File: src/rtl/clause_serializer_if.sv
// Handshake bundle between the clause table, the serializer and the clause evaluator.
// The serializer is the slave; the requester/table/evaluator environment is the master.
interface clause_serializer_if #(
   parameter int CLAUSE_COUNT           = 20,
   parameter int VARIABLE_ADDRESS_WIDTH = 11,
   parameter int NSAT                   = 3
) ();
   localparam int LIT_W    = VARIABLE_ADDRESS_WIDTH + 1;
   localparam int CLAUSE_W = LIT_W * (NSAT - 1);
   localparam int CT_WIDTH = CLAUSE_W * CLAUSE_COUNT;
   localparam int SLOT_W   = $clog2(CLAUSE_COUNT);

   logic                              req_valid_i;
   logic                              req_ready_o;
   logic [VARIABLE_ADDRESS_WIDTH-1:0] req_index_i;
   logic [CLAUSE_COUNT-1:0]           req_mask_i;
   logic [VARIABLE_ADDRESS_WIDTH-1:0] rd_addr_o;
   logic [CT_WIDTH-1:0]               clauses_i;
   logic                              out_valid_o;
   logic                              out_ready_i;
   logic [CLAUSE_W-1:0]               out_clause_o;
   logic [SLOT_W-1:0]                 out_slot_o;
   logic                              out_last_o;
   logic                              done_o;

   modport slave (
      input  req_valid_i, req_index_i, req_mask_i, clauses_i, out_ready_i,
      output req_ready_o, rd_addr_o, out_valid_o, out_clause_o, out_slot_o, out_last_o, done_o
   );

   modport master (
      output req_valid_i, req_index_i, req_mask_i, clauses_i, out_ready_i,
      input  req_ready_o, rd_addr_o, out_valid_o, out_clause_o, out_slot_o, out_last_o, done_o
   );
endinterface

File: src/rtl/clause_serializer.sv
// Fetches one packed clause-table row and streams out the mask-enabled slots,
// lowest slot first, one per accepted handshake.
module clause_serializer #(
   parameter int CLAUSE_COUNT           = 20,
   parameter int VARIABLE_ADDRESS_WIDTH = 11,
   parameter int NSAT                   = 3
) (
   input  logic                clk_i,
   input  logic                rst_ni,
   clause_serializer_if.slave  bus
);
   localparam int LIT_W    = VARIABLE_ADDRESS_WIDTH + 1;
   localparam int CLAUSE_W = LIT_W * (NSAT - 1);
   localparam int CT_WIDTH = CLAUSE_W * CLAUSE_COUNT;
   localparam int SLOT_W   = $clog2(CLAUSE_COUNT);
   localparam int VAW      = VARIABLE_ADDRESS_WIDTH;

   typedef enum logic [1:0] {S_IDLE, S_FETCH, S_EMIT} state_e;

   state_e                  state_q, state_d;
   logic [VAW-1:0]          idx_q;
   logic [CLAUSE_COUNT-1:0] mask_q;
   logic [CT_WIDTH-1:0]     row_q;
   logic                    done_q, done_d;

   logic [CLAUSE_COUNT-1:0] sel_oh;
   logic [SLOT_W-1:0]       sel;
   logic                    last;
   logic                    req_fire, out_fire;

   // Isolate the lowest pending slot; the loop runs high-to-low so the lowest set bit wins.
   assign sel_oh = mask_q & (~mask_q + CLAUSE_COUNT'(1));
   assign last   = (mask_q & (mask_q - CLAUSE_COUNT'(1))) == '0;

   always_comb begin
      sel = '0;
      for (int k = CLAUSE_COUNT - 1; k >= 0; k--)
         if (mask_q[k]) sel = SLOT_W'(k);
   end

   always_comb begin
      state_d         = state_q;
      done_d          = 1'b0;
      bus.req_ready_o = 1'b0;
      bus.out_valid_o = 1'b0;
      req_fire        = 1'b0;
      out_fire        = 1'b0;
      case (state_q)
         S_IDLE: begin
            bus.req_ready_o = 1'b1;
            if (bus.req_valid_i) begin
               req_fire = 1'b1;
               state_d  = S_FETCH;
            end
         end
         S_FETCH: begin
            if (mask_q == '0) begin
               state_d = S_IDLE;
               done_d  = 1'b1;
            end else begin
               state_d = S_EMIT;
            end
         end
         S_EMIT: begin
            bus.out_valid_o = 1'b1;
            if (bus.out_ready_i) begin
               out_fire = 1'b1;
               if (last) begin
                  state_d = S_IDLE;
                  done_d  = 1'b1;
               end
            end
         end
         default: state_d = S_IDLE;
      endcase
   end

   always_ff @(posedge clk_i or negedge rst_ni) begin
      if (!rst_ni) begin
         state_q <= S_IDLE;
         done_q  <= 1'b0;
      end else begin
         state_q <= state_d;
         done_q  <= done_d;
      end
   end

   always_ff @(posedge clk_i or negedge rst_ni) begin
      if (!rst_ni) begin
         idx_q  <= '0;
         mask_q <= '0;
         row_q  <= '0;
      end else begin
         if (req_fire) begin
            idx_q  <= bus.req_index_i;
            mask_q <= bus.req_mask_i;
         end
         if (state_q == S_FETCH) row_q <= bus.clauses_i;
         if (out_fire) mask_q <= mask_q & ~sel_oh;
      end
   end

   // The table sees the live request index in IDLE so its registered read lands in FETCH.
   assign bus.rd_addr_o    = (state_q == S_IDLE) ? bus.req_index_i : idx_q;
   assign bus.out_clause_o = row_q[sel*CLAUSE_W +: CLAUSE_W];
   assign bus.out_slot_o   = sel;
   assign bus.out_last_o   = (state_q == S_EMIT) && last;
   assign bus.done_o       = done_q;
endmodule

File: src/flat_wrapper.sv
// flat-port wrapper written by rule: the top's interface ports become plain ports
module clause_serializer_flat 
#(
   parameter int CLAUSE_COUNT           = 20,
   parameter int VARIABLE_ADDRESS_WIDTH = 11,
   parameter int NSAT                   = 3
)
  (clk_i, rst_ni, bus_req_valid_i, bus_req_index_i, bus_req_mask_i, bus_clauses_i, bus_out_ready_i, bus_req_ready_o, bus_rd_addr_o, bus_out_valid_o, bus_out_clause_o, bus_out_slot_o, bus_out_last_o, bus_done_o);
  clause_serializer_if #(.CLAUSE_COUNT(CLAUSE_COUNT), .VARIABLE_ADDRESS_WIDTH(VARIABLE_ADDRESS_WIDTH), .NSAT(NSAT)) bus_i ();
  input  logic clk_i;
  input  logic rst_ni;
  input wire logic [$bits(bus_i.req_valid_i)-1:0] bus_req_valid_i;
  input wire logic [$bits(bus_i.req_index_i)-1:0] bus_req_index_i;
  input wire logic [$bits(bus_i.req_mask_i)-1:0] bus_req_mask_i;
  input wire logic [$bits(bus_i.clauses_i)-1:0] bus_clauses_i;
  input wire logic [$bits(bus_i.out_ready_i)-1:0] bus_out_ready_i;
  output wire logic [$bits(bus_i.req_ready_o)-1:0] bus_req_ready_o;
  output wire logic [$bits(bus_i.rd_addr_o)-1:0] bus_rd_addr_o;
  output wire logic [$bits(bus_i.out_valid_o)-1:0] bus_out_valid_o;
  output wire logic [$bits(bus_i.out_clause_o)-1:0] bus_out_clause_o;
  output wire logic [$bits(bus_i.out_slot_o)-1:0] bus_out_slot_o;
  output wire logic [$bits(bus_i.out_last_o)-1:0] bus_out_last_o;
  output wire logic [$bits(bus_i.done_o)-1:0] bus_done_o;
  assign bus_i.req_valid_i = bus_req_valid_i;
  assign bus_i.req_index_i = bus_req_index_i;
  assign bus_i.req_mask_i = bus_req_mask_i;
  assign bus_i.clauses_i = bus_clauses_i;
  assign bus_i.out_ready_i = bus_out_ready_i;
  assign bus_req_ready_o = bus_i.req_ready_o;
  assign bus_rd_addr_o = bus_i.rd_addr_o;
  assign bus_out_valid_o = bus_i.out_valid_o;
  assign bus_out_clause_o = bus_i.out_clause_o;
  assign bus_out_slot_o = bus_i.out_slot_o;
  assign bus_out_last_o = bus_i.out_last_o;
  assign bus_done_o = bus_i.done_o;
  clause_serializer #(.CLAUSE_COUNT(CLAUSE_COUNT), .VARIABLE_ADDRESS_WIDTH(VARIABLE_ADDRESS_WIDTH), .NSAT(NSAT)) u_core (.clk_i(clk_i), .rst_ni(rst_ni), .bus(bus_i));
endmodule
File: config.mk
export PLATFORM = sky130hd
export DESIGN_NAME = clause_serializer_flat
export DESIGN_NICKNAME = d
export VERILOG_FILES = /design/src/rtl/clause_serializer_if.sv /design/src/rtl/clause_serializer.sv /design/src/flat_wrapper.sv
export SDC_FILE = /design/constraint.sdc
export NUM_CORES = 1
export LEC_CHECK = 0
export ABC_AREA = 1
export BUFFER_PORTS_ARGS = -buffer_cell sky130_fd_sc_hd__buf_2
export CORE_MARGIN = 3
export CORE_UTILIZATION = 40
export DETAILED_ROUTE_END_ITERATION = 8
export PLACE_DENSITY = 0.72
export SETUP_SLACK_MARGIN = 0.05
export SYNTH_ARGS = -nofsm -noshare
export SYNTH_HDL_FRONTEND = slang
export SYNTH_SLANG_ARGS = --single-unit
File: constraint.sdc
create_clock -name clk_i -period 6.41 [get_ports clk_i]
set_input_delay 0.9615 -clock clk_i [delete_from_list [all_inputs] [get_ports clk_i]]
set_output_delay 0.9615 -clock clk_i [all_outputs]
set_load 0.005 [all_outputs]
==> flow_summary.toml <==
[timing]
tightest_slew_ns = 1.01
drv_slew = 0
maxSlewHeadroom = 0.324
fmax_mhz = 173
rsz0062_at_grt = "no"
hold_viol = 0
fin_crit_ns = 5.79
tns_ns = 0
setup_violations = 0
period_share = 0.903
worst_clock_skew_ns = 0.0130

[critical_path]
crit_path_end_kind = "output port"
worst_setup_path_start_kind = "flip-flop"
cp_num_buf_inv = 3
reg2reg_slack_ns = 3.47
cp_max_fo = 140
slowest_stage = "nand2_8"
crit_family = "simple AND/OR/NAND/NOR gates"
path_common_cell = "nand2_1"
slowest_delay_ns = 0.42
worstSetupPathType = "flip-flop to output port"
r2r-end = "u_core.mask_q[5]"
cp.required_ns = 5.45
reg2reg_from = "u_core.state_q[0]"
crit_arrival_ns = 4.83
reg2reg_depth = 6

[logic_synthesis]
ys_warn_count = 0
seq_area_frac_synth = 0.509
ys_ff_latch = 514
synth_area_leaders = "dfrtp_1 (51%), nand2_1 (11%), nand3_1 (11%)"
avgSynthCellArea_um2 = 7.81
syn-num-nets = 3755
synth_top_area_share = 0.509
yosys.area.top_type = "dfrtp_1"
synth_flop_cell = "dfrtp_1"
netlist-cell-type-count = 31
synth_edf_count = 0
syn_area_um2 = 25300
ys_async_sr_fraction = 1.00
synthCells = 3237

[drt]
drt-total-wl_um = 96100
wl_per_cell_um = 21.1
via_per_inst = 5.16
drc = 0
vias = 23508
first_pass_iters = 5
drt_iter0_drc = 2514
ant_nets = 0

[pwr]
netSwitchingFraction = 0.478
power_frac_clock = 0.181
power_frac_seq = 0.288
p_leak_nw = 15.4
peakVddDrop_mv = 0.649
power.density_nw_per_um2 = 612
intPower_mw = 9.74
combPwrFrac = 0.531
p_sw_mw = 8.93

[floorplanning]
die-area_um2 = 66300
core_um2 = 62200
die_x_um = 257
top_level_ports = 559
start_util = 0.407
fp.dieH_um = 257
rows = 91

[clock_network]
cts_made_buffers = 56
cts_num_sinks = 514
path_clk_slew_ns = 0.06
cts_tree = "yes"
clockBufferDepth = 3
cts_setup_buffers = 0
worstSkewPairLatency_ns = 0.61
postCtsResizedCells = 0
cts_root_buf = "clkbuf_16"
cts_hold_buffers = 0
h-tree-depth = 2

[global_routing]
antenna_found_initial = 40
grt_max_degree = 183
overflow = 0
grt_pass1_vias = 23035
grt_pass1_wl_um = 141000
grt_util_all_layers = 0.281

[place]
place.gp.congestion = 0.963
dp_hpwl_um = 70300
io_buffers = 558
place_area_um2 = 28500

[job]
maxCapViolCount = 0

[layout]
final_common_cell = "nand2_1"
syn_to_final_growth_pct = 20.7
nets = 4171
layout_common_cells = "nand2_1 (762), buf_2 (557), nand3_1 (536), dfrtp_1 (514), o21ai_0 (508)"
final_area_um2 = 30500
drive_above_1_share = 0.207

[outcome]
outcome = "finished, final reports clean"

[min_path]
hold_path.class = "input port to asynchronous set/reset pin"
## through the flow
step	std cells	power [mW]	util	hold WS [ns]	setup WS (ns)
after global placement	4432	15.1	0.459	0.467	1.33
after detailed placement	4432	15.2	0.459	0.476	1.39
final	4558	18.7	0.491	0.332	0.623
after floorplan	3237	11.6	-	0.453	3.38
after CTS	4531	18.7	0.490	0.373	0.687
after global routing	4554	20.1	0.491	0.399	0.294
## cells by family (layout without fill, tap and decap cells)
group | Yosys count | count (layout) | share of synthesized area
adder cells (fa/ha/maj) | 3 | 3 | 0.00148
AO/OA/AOI/OAI | 575 | 575 | 0.116
flip-flops | 514 | 514 | 0.509
multiplexers | 72 | 72 | 0.0321
other | 0 | 27 | 0
buffers and inverters | 695 | 1152 | 0.108
AND/OR/NAND/NOR | 1378 | 1378 | 0.234
## final cells by class
| cell class | count | area [um2] |
|---|---|---|
| clock inverter | 17 | 259 |
| inverter | 469 | 1770 |
| sequential | 514 | 12900 |
| multi-input combinational | 2028 | 9750 |
| clock buffer | 82 | 1650 |
| fill | 6202 | 31700 |
| antenna | 27 | 67.6 |
| tap | 837 | 1050 |
| timing repair buffer | 584 | 3100 |
## power groups by stage
| stage | clock, mW | combinational, mW | sequential [mW] |
|---|---|---|---|
| 2_1_floorplan | 0 | 6.32 | 5.27 |
| 3_3_place_gp | 0 | 9.74 | 5.36 |
| 3_5_place_dp | 0 | 9.83 | 5.42 |
| 4_1_cts | 3.43 | 9.88 | 5.37 |
| 5_1_grt | 3.56 | 11.0 | 5.53 |
| 6_report | 3.38 | 9.90 | 5.38 |
## worst max path at each step
stage / from / depth (start not counted) / endpoint
floorplan: u_core.mask_q[1] / 14 / bus_out_clause_o[10]
global placement: u_core.mask_q[18] / 29 / bus_out_clause_o[7]
detailed placement: u_core.mask_q[18] / 29 / bus_out_clause_o[7]
CTS: u_core.mask_q[18] / 29 / bus_out_clause_o[7]
global route: u_core.mask_q[18] / 29 / bus_out_clause_o[4]
finish: u_core.mask_q[18] / 29 / bus_out_clause_o[7]
## sequential cells by signal, indices dropped and copies added (netlist names)
signal,count
u_core.state_q,2
u_core.idx_q,11
u_core.mask_q,20
u_core.bus.done_o,1
u_core.row_q,480
## worst register-to-register path, stage by stage (launching register included)
cell and delay (ns):
dfrtp_1 0.42, inv_1 0.10, ha_1 0.30, nand2_1 0.49
nand2_1 0.93, o21ai_0 0.37, o22ai_1 0.23
## Yosys cell counts, drive strengths merged (3+ instances only)
master and count:
a21oi 30, buf 76, clkbuf 150, dfrtp 514, ha 3, inv 468
mux2 72, nand2 764, nand3 536, nand4 6, nor2 65, nor3 3
nor4 4, o21ai 522, o221ai 8, o22ai 11
## metal layers
layer  part of all wire  wire length, um  global-route usage  vias to the layer above
li1                   -                -                   -                    11203
met1               0.40            38800               0.370                    11096
met2               0.47            45100               0.444                     1010
met3              0.085             8190              0.0630                      185
met4              0.041             3940               0.128                       14
met5            0.00094               90                   0                        -
(Power assumes the default switching activity.)
